[src/rtl/ber_sat_counter.sv]
// Saturating statistics counter with synchronous clear (clear beats increment).
module ber_sat_counter #(
  parameter int CNT_W = 32
) (
  input  logic             clk,
  input  logic             rst,
  input  logic             clear,
  input  logic             inc,
  output logic [CNT_W-1:0] count
);

  always_ff @(posedge clk or negedge rst) begin
    if (!rst) begin
      count <= '0;
    end else if (clear) begin
      count <= '0;
    end else if (inc && (count != '1)) begin
      count <= count + CNT_W'(1);
    end
  end

endmodule

[config.mk]
export PLATFORM = sky130hd
export DESIGN_NAME = ber_sat_counter
export DESIGN_NICKNAME = d
export VERILOG_FILES = /design/src/rtl/ber_sat_counter.sv
export SDC_FILE = /design/constraint.sdc
export NUM_CORES = 1
export LEC_CHECK = 0
export ABC_AREA = 1
export CAP_MARGIN = 20
export CORE_ASPECT_RATIO = 1.1
export CORE_MARGIN = 1.5
export CORE_UTILIZATION = 40
export CTS_BUF_LIST = sky130_fd_sc_hd__clkbuf_8 sky130_fd_sc_hd__clkbuf_16
export DETAILED_ROUTE_END_ITERATION = 10
export PLACE_DENSITY = 0.73
export SLEW_MARGIN = 20
export SYNTH_ARGS = -nofsm -noshare
export SYNTH_HDL_FRONTEND = slang
export SYNTH_SLANG_ARGS = --single-unit
[constraint.sdc]
create_clock -name clk -period 2.4 [get_ports clk]
set_clock_uncertainty 0.1 [all_clocks]
set_input_delay 0.36 -clock clk [delete_from_list [all_inputs] [get_ports clk]]
set_output_delay 0.36 -clock clk [all_outputs]
set_load 0.02 [all_outputs]
# Word level (Yosys, flattened, before mapping)
# Cells that the tools add are included.
# W data, S select, Z words.
classes:
  order_cmp: 0
  eq_ne: 1
  mul: 0
  shifts: 0
  div: 0
  add_sub_neg: 1
  bitwise_logic: 0
  n_reduce_logical: 2
  mux: 2
ops:
  columns: ["operator", "count"]
  rows:
  - ["$mux W32", 2]
  - ["$add A32 B1 Y32 const B", 1]
  - ["$ne A32 B32 Y1 const B", 1]
  - ["$reduce_bool A2 Y1", 1]
  - ["$logic_and A1 B1 Y1", 1]
totals:
  elab_cells: 7
  mem_count: 0
  input_bits: 4
  latchBits: 0
  ramBits: 0
  output_inout_bits: 32
  rom_bits: 0
  register_bits: 32

# Longest topological paths before layout
logic_depth:
  ltp_word: 4
  ltp_mapped: 12
  ltp_nobuf: 11

# Worst setup path before layout
# Ideal clock, no wire load.
synth_path:
  path_type: "register to register"
  start: "reg count[1]"
  end: "reg count[25]"
  synth_period_minus_slack_ns: 1.881
  stages_incl_launch_ff: 13
  t_required_ns: 2.235
  t_arrival_ns: 1.715
  n_path_buf: 1
  setup_ns: 0.065
  setup_slack_ns: 0.519
  path_cell_list: "dfrtp_1 > ha_1 > nand2_2 > nor2_4 > nand2_4 > nor2_8 > nand2_4 > nand2_8 > nand2_4 > inv_2 > buf_6 > nand2_1 > nand2_1"
synth_between:
  elab_chain_len: 3
  word_cells_on_any_way: 6
  classes_between: "add/sub: 1; eq/ne: 1; mux: 2; reduce/logical: 2"
synth_lines:
  columns: ["element", "line_no", "text"]
  rows:
  - ["from (decl)", "9", "output logic [CNT_W-1:0] count"]
  - ["from (signal assigned)", "18", "count <= count + CNT_W'(1);"]
  - ["$add A32 B1 Y32 / $ne A32 B32 Y1 (equally long branches)", "18, 17", null]
  - ["$mux W32 / $logic_and A1 B1 Y1 (equally long branches)", "17", "end else if (inc && (count != '1)) begin"]
  - ["$mux W32 / $reduce_bool A2 Y1 (equally long branches)", null, null]
# Several ways; a longest one is shown, not always the timed one. The select of a mux whose other input is x is not followed.
# A chain may end at the register's enable or synchronous reset.

# Worst setup path in the final report
layout_path:
  start: "reg count[1]"
  end: "reg count[26]"
# The elaborated chain is that of the path after synthesis.

==> qor.csv <==
stage,metric,value,unit
placement,DP HPWL,4443,µm
clock_network,"Reg clk slew, reported paths",0.07,ns
placement,Routability Congestion,0.9461,
placement,pre-CTS setup slack,0.2492,ns
routing,DRT Pass-1 Iters,4,
clock_network,CTS H-Tree Depth,2,
worst_setup_path,CP Data Required Time,2.52,ns
global_route,GR Util All Layers,21.55,%
final_layout,"most common cell after layout, fill and taps aside",nand2_1,
routing,vias,2311,
clock_network,PostCTS Resize Cnt,0,
sta,final setup violation count,0,
placement,DP Area,0.002671,mm²
global_route,initial antenna violation count,0,
sta,setup ws final,0.2585,ns
routing,drt wl/cell,12.83,µm
sta,Worst Max-Slew Pin Slew,0.4920,ns
worst_setup_path,Worst Path Arrival,2.27,ns
global_route,largest net degree at the start of global routing,33,
floorplanning,initial core utilization,41.58,%
final_layout,layout cells sized above 1,7.532,%
final_layout,"Design Area, Final",0.002749,mm²
final_layout,n_diodes,0,
routing,"antenna viol nets, final",0,
final_layout,synth-to-layout area growth,22.53,%
clock_network,root buffer cell,clkbuf_8,
min_path,HP Class,primary input to async pin,
floorplanning,Die Y,81.55,µm
routing,final WL,5900,µm
floorplanning,Die ar.,0.006067,mm²
floorplanning,# IOs,36,
routing,DR iter-0 viols,133,
logic_synthesis,"Cell Area, Synth",0.002243,mm²
clock_network,Max Root-Sink Buffers,2,
logic_synthesis,Synth Net Count,350,
clock_network,Hold Buf Count CTS,0,
outcome,status,completed,
final_layout,most frequent cells in the layout,"135 x nand2_1, 52 x nor2_1, 35 x clkdlybuf4s50_1, 34 x nand3_1, 32 x dfrtp_1",
sta,Fin. Hold Viols,0,
worst_setup_path,top fanout value on the critical path,21,
routing,DR vias/cell,5.024,
logic_synthesis,synth warn,0,
sta,Period minus WS final,2.141,ns
sta,"Period Utilization, post-route",89.23,%
sta,f_max,467.0,MHz
sta,RSZ-0062 raised after global routing,no,
logic_synthesis,syn avg cell area,6.503,µm²
global_route,vias in the first global route,2212,
logic_synthesis,Post-synth EDFFs,0,
worst_setup_path,CP Capture Type,register,
sta,Slew Limit Fails,0,
clock_network,CTS buffer count,5,
global_route,first-pass GRT wire length,9970,µm
sta,Fin Setup TNS,0,ns
power_and_ir_drop,Power Density,365.2,mW/mm²
worst_setup_path,critical path class,register to register,
final_layout,Biggest register,count,
logic_synthesis,cells after synthesis,345,
clock_network,Sink Count,32,
logic_synthesis,sequential fraction of the synthesis area,35.69,%
sta,max-slew headroom at the worst pin,67.08,%
floorplanning,Core Footprint,0.005395,mm²
global_route,grt ovf,0,
power_and_ir_drop,Pleak,1.225,nW
floorplanning,die width,74.41,µm
logic_synthesis,synthesized flop and latch total,32,
job,Max Cap Viol,0,
clock_network,# Post-CTS Setup Buffers,0,
final_layout,nets,390,
clock_network,Skew-Pair Late Insertion Delay,0.29,ns
logic_synthesis,asr flop ratio synth,100.0,%
power_and_ir_drop,Worst VDD drop,0.2443,mV
logic_synthesis,"Top FF cell, synth",dfrtp_1,
placement,# port buffers,35,
floorplanning,num rows,28,
power_and_ir_drop,Final Power,1.004,mW
final_layout,max reg flops,32,
worst_setup_path,CP Launch Type,register,
routing,DRC errors left,0,
final_layout,biggest regs,count (32),
logic_synthesis,Yosys cell types,26,
final_layout,Layout Utilization,50.95,%
clock_network,CTS tree,yes,
[through the flow]
stage | std cells | hold slack (ns)
6_report | 460 | 0.3694
5_1_grt | 460 | 0.4226
4_1_cts | 460 | 0.3847
3_5_place_dp | 453 | 0.4490
3_3_place_gp | 453 | 0.4273
2_1_floorplan | 345 | -0.03559
[layer usage]
metal	routed length (µm)	global-route usage, %	vias to the layer above
li1	-	-	1162
met1	2546	26.52	1066
met2	2897	37.14	70
met3	304	4.417	13
met4	152	7.636	0
met5	0	0	-
[area by class of cell]
type | instances | area (µm²)
clock buffer | 5 | 68.82
fill | 558 | 2646
timing repair buffer | 41 | 395.4
sequential | 32 | 800.8
tap | 75 | 93.84
clock inverter | 2 | 8.758
inverter | 31 | 116.4
multi-input combinational | 274 | 1265
[where the power goes]
group          total [mW]  switching [mW]  internal (mW)
Combinational      0.0730          0.0512         0.0218
Sequential          0.546         0.00342          0.542
Clock               0.385           0.193          0.193
[worst max-delay path: stages (launching register included)]
cell and delay [ns]:
dfrtp_1 0.40, ha_1 0.22, nand2_2 0.08, nor2_4 0.17, nand2_4 0.11, nor2_8 0.16
nand2_4 0.08, nand2_8 0.09, nand2_4 0.15, inv_2 0.32, nand2_1 0.10, nand2_1 0.08
[worst paths after layout]
check	end	from	slack, ns	depth (start not counted)
min	count[22]	rst	0.37	2
min in group clk	count[1]	count[1]	0.46	2
max	count[26]	count[1]	0.26	11
max reg2reg	count[26]	count[1]	0.26	11
max in group asynchronous	count[17]	rst	1.53	2
min reg2reg	count[1]	count[1]	0.46	2
[synth_stat cells (all sizes together) (2+ instances only)]
| master | count | share of area [%] |
|---|---|---|
| a21oi | 4 | 0.89 |
| nor2 | 59 | 12 |
| inv | 31 | 5.2 |
| o21ai | 14 | 3.1 |
| nand4 | 8 | 2.2 |
| xor2 | 5 | 2.0 |
| buf | 6 | 2.4 |
| nand3 | 34 | 7.6 |
| xnor2 | 4 | 1.6 |
| dfrtp | 32 | 36 |
| nand2 | 142 | 26 |
| clkbuf | 2 | 0.33 |
[cells by family after synthesis]
| family | count (synthesis) | synth area share (%) |
|---|---|---|
| compound gates | 19 | 4.351 |
| xor+xnor | 9 | 3.513 |
| fa+ha+maj | 1 | 0.5576 |
| buf+inv | 39 | 7.919 |
| flops | 32 | 35.69 |
| simple gates | 245 | 47.96 |
Note: power is estimated with default switching activity, not from simulation.
